`src/rtl/hpdmc_wrdqs_pkg.sv`:
```
// hpdmc_wrdqs_pkg: shared states, pad-control levels and counter sizing (HPDMC_WR_POSTAMBLE_EXT_EN adds POST2)
package hpdmc_wrdqs_pkg;
  typedef enum logic [2:0] {
    IDLE,
    PRE,
    BURST,
`ifdef HPDMC_WR_POSTAMBLE_EXT_EN
    POST,
    POST2
`else
    POST
`endif
  } state_t;
  localparam logic T_HIZ = 1'b1;
  localparam logic T_DRIVE = 1'b0;
  function automatic int cnt_w(input int burst_cycles);
    return $clog2(burst_cycles + 2);
  endfunction
endpackage

```
`src/rtl/hpdmc_delay_line.sv`:
```
// hpdmc_delay_line: WL-stage shift register turning write_start into go
module hpdmc_delay_line #(
  parameter int WL = 2
) (
  input  logic clk,
  input  logic rst,
  input  logic d,
  output logic q,
  output logic fill
);
  logic [WL-1:0] sr, sr_n;
  assign sr_n = (sr << 1) | WL'(d);
  assign q = sr[WL-1];
  assign fill = |sr_n;
  always_ff @(posedge clk)
    sr <= rst ? '0 : sr_n;
endmodule

```
`src/rtl/hpdmc_wrdqs_ctl.sv`:
```
// hpdmc_wrdqs_ctl: write-side DQS/DM/DQ tristate sequencer (HPDMC_WR_POSTAMBLE_EXT_EN: two-cycle postamble)
module hpdmc_wrdqs_ctl
  import hpdmc_wrdqs_pkg::*;
#(
  parameter int WL = 2,
  parameter int BURST_CYCLES = 4,
  parameter int NBYTES = 2
) (
  input  logic              sys_clk,
  input  logic              sdram_rst,
  input  logic              write_start,
  output logic [NBYTES-1:0] dqs_t,
  output logic [NBYTES-1:0] dm_t,
  output logic [NBYTES-1:0] dq_t,
  output logic              wdata_req,
  output logic              burst_last,
  output logic              busy,
  output logic              overlap_err
);
  localparam int CW = cnt_w(BURST_CYCLES);
  logic go, fill, bad;
  state_t state, state_n;
  logic [CW-1:0] cnt, cnt_n;
  hpdmc_delay_line #(.WL(WL)) u_dl (
    .clk(sys_clk),
    .rst(sdram_rst),
    .d(write_start),
    .q(go),
    .fill(fill)
  );
  // A go landing with two burst cycles left extends the burst seamlessly
  always_comb begin
    state_n = state;
    cnt_n = cnt;
    bad = 1'b0;
    case (state)
      IDLE: state_n = go ? PRE : IDLE;
      PRE: begin
        state_n = BURST;
        cnt_n = CW'(BURST_CYCLES);
        bad = go;
      end
      BURST: begin
        if (go && cnt == CW'(2)) cnt_n = CW'(BURST_CYCLES + 1);
        else begin
          bad = go;
          cnt_n = cnt - CW'(1);
          state_n = cnt == CW'(1) ? POST : BURST;
        end
      end
`ifdef HPDMC_WR_POSTAMBLE_EXT_EN
      POST: state_n = go ? PRE : POST2;
      POST2: state_n = go ? PRE : IDLE;
`else
      POST: state_n = go ? PRE : IDLE;
`endif
      default: state_n = IDLE;
    endcase
  end
  always_ff @(posedge sys_clk) begin
    if (sdram_rst) begin
      state <= IDLE;
      cnt <= '0;
      dqs_t <= {NBYTES{T_HIZ}};
      dm_t <= {NBYTES{T_HIZ}};
      dq_t <= {NBYTES{T_HIZ}};
      wdata_req <= 1'b0;
      burst_last <= 1'b0;
      busy <= 1'b0;
      overlap_err <= 1'b0;
    end else begin
      state <= state_n;
      cnt <= cnt_n;
      dqs_t <= {NBYTES{state_n == IDLE ? T_HIZ : T_DRIVE}};
      dm_t <= {NBYTES{state_n == BURST ? T_DRIVE : T_HIZ}};
      dq_t <= {NBYTES{state_n == BURST ? T_DRIVE : T_HIZ}};
      wdata_req <= state_n == BURST;
      burst_last <= state_n == BURST && cnt_n == CW'(1);
      busy <= state_n != IDLE || fill;
      overlap_err <= overlap_err | bad;
    end
  end
endmodule

```
`config.mk`:
```
export PLATFORM = sky130hd
export DESIGN_NAME = hpdmc_wrdqs_ctl
export DESIGN_NICKNAME = d
export VERILOG_FILES = /design/src/rtl/hpdmc_wrdqs_pkg.sv /design/src/rtl/hpdmc_delay_line.sv /design/src/rtl/hpdmc_wrdqs_ctl.sv
export SDC_FILE = /design/constraint.sdc
export NUM_CORES = 1
export LEC_CHECK = 0
export CORE_MARGIN = 4
export CORE_UTILIZATION = 43
export CTS_CLUSTER_DIAMETER = 100
export DETAILED_ROUTE_END_ITERATION = 7
export HOLD_SLACK_MARGIN = 0.15
export PLACE_DENSITY_LB_ADDON = 0.3
export SLEW_MARGIN = 40
export SYNTH_ARGS = -nofsm -noshare
export SYNTH_HDL_FRONTEND = slang
export SYNTH_SLANG_ARGS = --single-unit
```
`constraint.sdc`:
```
create_clock -name sys_clk -period 1.5 [get_ports sys_clk]
set_input_delay 0.15 -clock sys_clk [delete_from_list [all_inputs] [get_ports sys_clk]]
set_output_delay 0.15 -clock sys_clk [all_outputs]
set_load 0.02 [all_outputs]
```
## Word level (Yosys, flattened, before mapping)

Cells that the tools add are included.

- Flip-flop bits (word level): 14
- Output and inout bits: 10
- Word-level logic and storage cells: 37

- $add $sub $neg: 1
- Equality and inequality tests: 7
- Multiplexer cells: 10
- Bitwise operators: 2
- Reductions and logical operators: 8

Operator list:

| kind | number |
|---|---|
| $eq 3x2->1 const B | 4 |
| $eq 3x1->1 const B | 3 |
| $pmux 3 s3 | 1 |
| $logic_not 3->1 | 2 |
| $mux 3 | 2 |
| $pmux 3 s2 | 1 |
| $mux 1 | 5 |
| $reduce_or 2->1 | 2 |
| $reduce_bool 3->1 | 1 |
| $sub 3x1->3 const B | 1 |
| $logic_and 1x1->1 | 2 |
| $or 2x1->2 | 1 |
| $pmux 1 s2 | 1 |
| $logic_or 1x1->1 | 1 |
| $or 1x1->1 | 1 |

## Logic depth before layout (Yosys ltp)

Gate-level depths: netlist of the first run.

- Depth in word-level cells: 6
- Depth in mapped cells: 6

## Cells and area by module

A second synthesis of the first run with hierarchy kept.

- Cells, all modules: 71
- Area, all modules: 675.6 um^2

Modules (own cells, without submodules):

| module | times used | cells an instance | area each (um^2) |
|---|---|---|---|
| hpdmc_wrdqs_ctl | 1 | 66 | 613.1 |
| hpdmc_delay_line | 1 | 5 | 62.6 |

## Worst setup path after synthesis of the first run

Ideal clock, no wire load.

- Path kind: register -> register
- From: register cnt[0]
- To: register busy
- Setup time: 71 ps
- Data arrival time: 1,493 ps
- Slack: -64 ps
- Stages on the path, launching flop included: 7
- Buffers on the path: 0
- Clock period less this slack: 1,564 ps
- Cell sequence: dfxtp_1 > inv_1 > ha_1 > and2_1 > or3b_1 > a211oi_2 > o21bai_1

- Word-level cells in the longest chain between the ends: 6
- Elaborated cells between the ends (all ways): 8

RTL lines:

| element | line | RTL |
|---|---|---|
| start: declaration | hpdmc_wrdqs_ctl.sv:23 | `logic [CW-1:0] cnt, cnt_n;` |
| start signal: assignment | hpdmc_wrdqs_ctl.sv:73 | `cnt <= cnt_n;` |
| $eq 3x1->1 / $eq 3x2->1 (equally long branches) | hpdmc_wrdqs_ctl.sv:48, hpdmc_wrdqs_ctl.sv:44 |  |
| $mux 1 / $logic_and 1x1->1 (equally long branches) | hpdmc_wrdqs_ctl.sv:48, hpdmc_wrdqs_ctl.sv:44 |  |
| $mux 3 (*) | hpdmc_wrdqs_ctl.sv:44 | `if (go && cnt == CW'(2)) cnt_n = CW'(BURST_CYCLES + 1);` |
| $pmux 3 s3 (*) | hpdmc_wrdqs_ctl.sv:36 | `case (state)` |
| $reduce_bool 3->1 (*) | hpdmc_wrdqs_ctl.sv:79 | `busy <= state_n != IDLE \|\| fill;` |
| $logic_or 1x1->1 (*) | hpdmc_wrdqs_ctl.sv:79 |  |
| end signal: assignment | hpdmc_wrdqs_ctl.sv:79 |  |
| end: declaration | hpdmc_wrdqs_ctl.sv:17 | `output logic busy,` |

Mark *: on every way between the ends. The rest lies on a longest branch, timed or not.
A chain may end at the register's enable or synchronous reset.

## Worst setup path in the final report of the first run

Same ends and word-level chain as after synthesis.

==> results of run 1 <==
## worst max path at each step
stage             start    to  slack, ps  depth (start not counted)
6_report         cnt[0]  busy        -50                          6
5_1_grt        state[1]  busy       -100                          5
4_1_cts          cnt[0]  busy        -60                          6
3_5_place_dp     cnt[0]  busy        -80                          6
3_3_place_gp     cnt[0]  busy        -60                          6
2_1_floorplan    cnt[0]  busy          7                          6
## layout make-up
| class | count | area (um2) |
|---|---|---|
| fill | 105 | 455 |
| multi-input combinational | 44 | 358 |
| sequential | 14 | 283 |
| timing repair buffer | 23 | 210 |
| clock buffer | 3 | 22.5 |
| inverter | 5 | 18.8 |
| tap | 15 | 18.8 |
## layer usage
metal  vias up  track usage  share of wire
met1       274        0.158           0.42
met5         -            0              0
met2        25        0.273           0.48
met3         4       0.0383          0.077
met4         0       0.0608          0.023
li1        269            -              -
## sequential cells by signal, summed over array words and instances (netlist names)
| register | flops |
|---|---|
| dqs_t | 1 |
| busy | 1 |
| burst_last | 1 |
| state | 3 |
| wdata_req | 1 |
| u_dl.sr | 2 |
| dq_t | 1 |
| overlap_err | 1 |
| cnt | 3 |
## metrics by stage
stage | power [mW] | setup slack (ps)
2_1_floorplan | 0.423 | 7.46
3_3_place_gp | 0.447 | -59.4
3_5_place_dp | 0.447 | -79.3
4_1_cts | 0.657 | -59.2
5_1_grt | 0.677 | -103
6_report | 0.659 | -50.8
## cells by family (layout without fill, tap and decap cells)
logic type,Yosys count,count (layout)
buffers and inverters,13,31
xor gates and xnor gates,1,1
AOI/OAI and AO/OA,15,15
and+or+nand+nor,24,24
DFF,14,14
other,1,1
adders and majority gates,3,3
## power breakdown
| group | leakage [nW] | switching, mW | internal [mW] | total [mW] |
|---|---|---|---|---|
| sequential | 0.115 | 0.00773 | 0.380 | 0.388 |
| combinational | 0.218 | 0.0283 | 0.0297 | 0.0580 |
| clock | 0.0138 | 0.120 | 0.0931 | 0.213 |
## synthesized netlist by cell type, drive strengths merged
master / n / area (um2)
o21ai: 4 / 20.0
inv: 5 / 18.8
a221o: 1 / 10.0
a21bo: 1 / 10.0
and2: 2 / 12.5
or3b: 1 / 8.76
ha: 3 / 37.5
a31oi: 1 / 6.26
a211oi: 2 / 20.0
nand2b: 4 / 25.0
nand4b: 1 / 8.76
o21a: 2 / 15.0
and4b: 1 / 10.0
nor2: 8 / 30.0
clkbuf: 1 / 3.75
xnor2: 1 / 8.76
o21bai: 2 / 15.0
nor2b: 4 / 32.5
a2bb2oi: 1 / 8.76
dfxtp: 14 / 280
o311ai: 1 / 8.76
nor3: 2 / 10.0
conb: 1 / 3.75
buf: 7 / 51.3
and3: 1 / 6.26
## what timing repair did
item | 4_1_cts | 5_1_grt
setup buffers | 2 | 1
pin swaps | 4 | 4
hold buffers | 0 | 0
endpoints found under the setup margin | 3 | 6
gates resized for setup | 7 | 8
## critical path, stage by stage (launching register included)
cell,delay (ps)
dfxtp_2,360
inv_2,50
ha_4,150
and2_4,140
or3b_4,380
a211oi_4,260
o21bai_1,140
## placed cells by master (no fill, tap or decap)
cell             instances
nor2_1                   8
inv_1                    3
ha_1                     1
a21bo_2                  1
buf_4                    9
nand2b_1                 4
a211oi_2                 1
ha_4                     2
and3_1                   1
conb_1                   1
dfxtp_1                 12
o21bai_1                 2
clkdlybuf4s50_1         12
nor2b_1                  3
or3b_4                   1
buf_6                    2
a31oi_1                  1
xnor2_1                  1
o311ai_2                 1
inv_2                    2
nor3_1                   2
nor2b_4                  1
a221o_1                  1
and2_4                   1
a2bb2oi_1                1
clkbuf_4                 3
nand4b_1                 1
dfxtp_2                  2
o21a_1                   2
and4b_1                  1
o21ai_0                  4
a211oi_4                 1
and2_1                   1
==> impl_metrics.csv, run 1 <==
group,metric,value,unit
yosys,synth.avg_cell_area,9.32,um2
worst_hold_path,timing.hold.worst_endpoint,"u_dl.sr[0]",
clocking,clockBufferDepth,2,
timing,finalHoldViolations,0,
timing,holdWs,463,ps
clocking,cts_max_level,1,
global_route,grt_pass1_vias,542,
run_status,status,"finished with violations",
yosys,synth.distinct_cells,29,
die,floorplan.initialDensity,0.484,
placement,gp_congestion,0.839,
setup_path,endpoint_kind,"register",
detailed_routing,first_iter_violations,34,
cells_and_area,final_cell_area,911,um2
placement,io_buffers,12,
timing,layout_min_cycle_time,1550,ps
yosys,synth_compound_area_frac,0.172,
power,power.density,723,nW/um2
yosys,synthSimpleGateAreaFrac,0.217,
placement,hpwlAfterDp,984,um
cells_and_area,layout.cells.non_filler,104,
global_route,grt_max_degree,9,
setup_path,critPathKind,"reg2reg",
clocking,numClockSinks,14,
cells_and_area,syn_to_final_growth,37.6,%
cells_and_area,utilization,0.667,
yosys,synthAdderAreaFrac,0.0567,
setup_path,worstReg2RegEnd,"busy",
global_route,grtUsageTotal,0.148,
cells_and_area,antenna_cells,0,
global_route,grt_pass1_wl,2280,um
cells_and_area,drive_gt1_frac,0.303,
timing,setup_violations,2,
global_route,overflow,0,
clocking,clk-insertion-delay-late,280,ps
worst_hold_path,worstHoldPathType,"in2reg",
detailed_routing,vias,572,
clocking,clk_pin_slew,80,ps
die,die_h,47.2,um
setup_path,critical_path_required,1710,ps
worst_hold_path,hold_start,"write_start",
timing,skew,1.81,ps
timing,clock.fmax,645,MHz
yosys,ys_seq_area_frac,0.423,
setup_path,cp.arrival,1760,ps
detailed_routing,drc_errors,0,
power,vdd_ir_drop_max,0.601,mV
placement,dpl-instance-area,807,um2
setup_path,r2r_slack,-50,ps
flow_run,max_cap_viol_count,0,
setup_path,timing.rr.start,"cnt[0]",
global_route,antenna_found_initial,0,
worst_hold_path,hold_depth,2,
setup_path,reg2reg_depth,6,
detailed_routing,viasPerCell,5.50,
yosys,synth_top_family_by_area,"simple AND/OR/NAND/NOR gates",
setup_path,worstPathMaxFanout,3,
clocking,cts_tree,"done",
die,ios,13,
timing,timing.final.crit_share,1.03,
die,rows,13,
yosys,syn_area,662,um2
detailed_routing,wl_per_cell,14.5,um
yosys,ys_seq_elements,14,
clocking,clockRootBuffer,"clkbuf_4",
yosys,synthMuxAreaShare,0,
die,die_x,47.2,um
cells_and_area,finalNetCount,97,
run_status,violations,"negative setup slack",
timing,fin_ws,-50.8,ps
yosys,synth_nets,77,
detailed_routing,final_antenna_net_count,0,
timing,rsz0062_at_grt,"true",
timing,final_max_slew_viol_count,0,
yosys,synth_xor_area_frac,0.0132,
die,design.die.area,2230,um2
timing,setup_tns,-73.9,ps
setup_path,startpoint_type,"register",
power,p_leak,0.347,nW
clocking,cts_made_buffers,3,
placement,dp_cells,98,
detailed_routing,finalWirelength,1510,um
detailed_routing,dr.pass1.iters,4,
yosys,synth_cells,71,
yosys,ys_warn_count,0,
die,fp.coreArea,1370,um2
(Power assumes the default switching activity.)
==> inputs of run 2 (changes only) <==
--- a/config.mk
+++ b/config.mk
@@ -11,7 +11,7 @@
 export DETAILED_ROUTE_END_ITERATION = 7
 export HOLD_SLACK_MARGIN = 0.15
 export PLACE_DENSITY_LB_ADDON = 0.3
-export SLEW_MARGIN = 40
+export SLEW_MARGIN = 20
 export SYNTH_ARGS = -nofsm -noshare
 export SYNTH_HDL_FRONTEND = slang
 export SYNTH_SLANG_ARGS = --single-unit
==> results of run 2 <==
The final DEF is identical to that of run 1; final timing and power are the same.
==> inputs of run 3 (changes only) <==
--- a/config.mk
+++ b/config.mk
@@ -11,7 +11,6 @@
 export DETAILED_ROUTE_END_ITERATION = 7
 export HOLD_SLACK_MARGIN = 0.15
 export PLACE_DENSITY_LB_ADDON = 0.3
-export SLEW_MARGIN = 20
 export SYNTH_ARGS = -nofsm -noshare
 export SYNTH_HDL_FRONTEND = slang
 export SYNTH_SLANG_ARGS = --single-unit
==> results of run 3 <==
The final DEF is identical to that of run 1; final timing and power are the same.
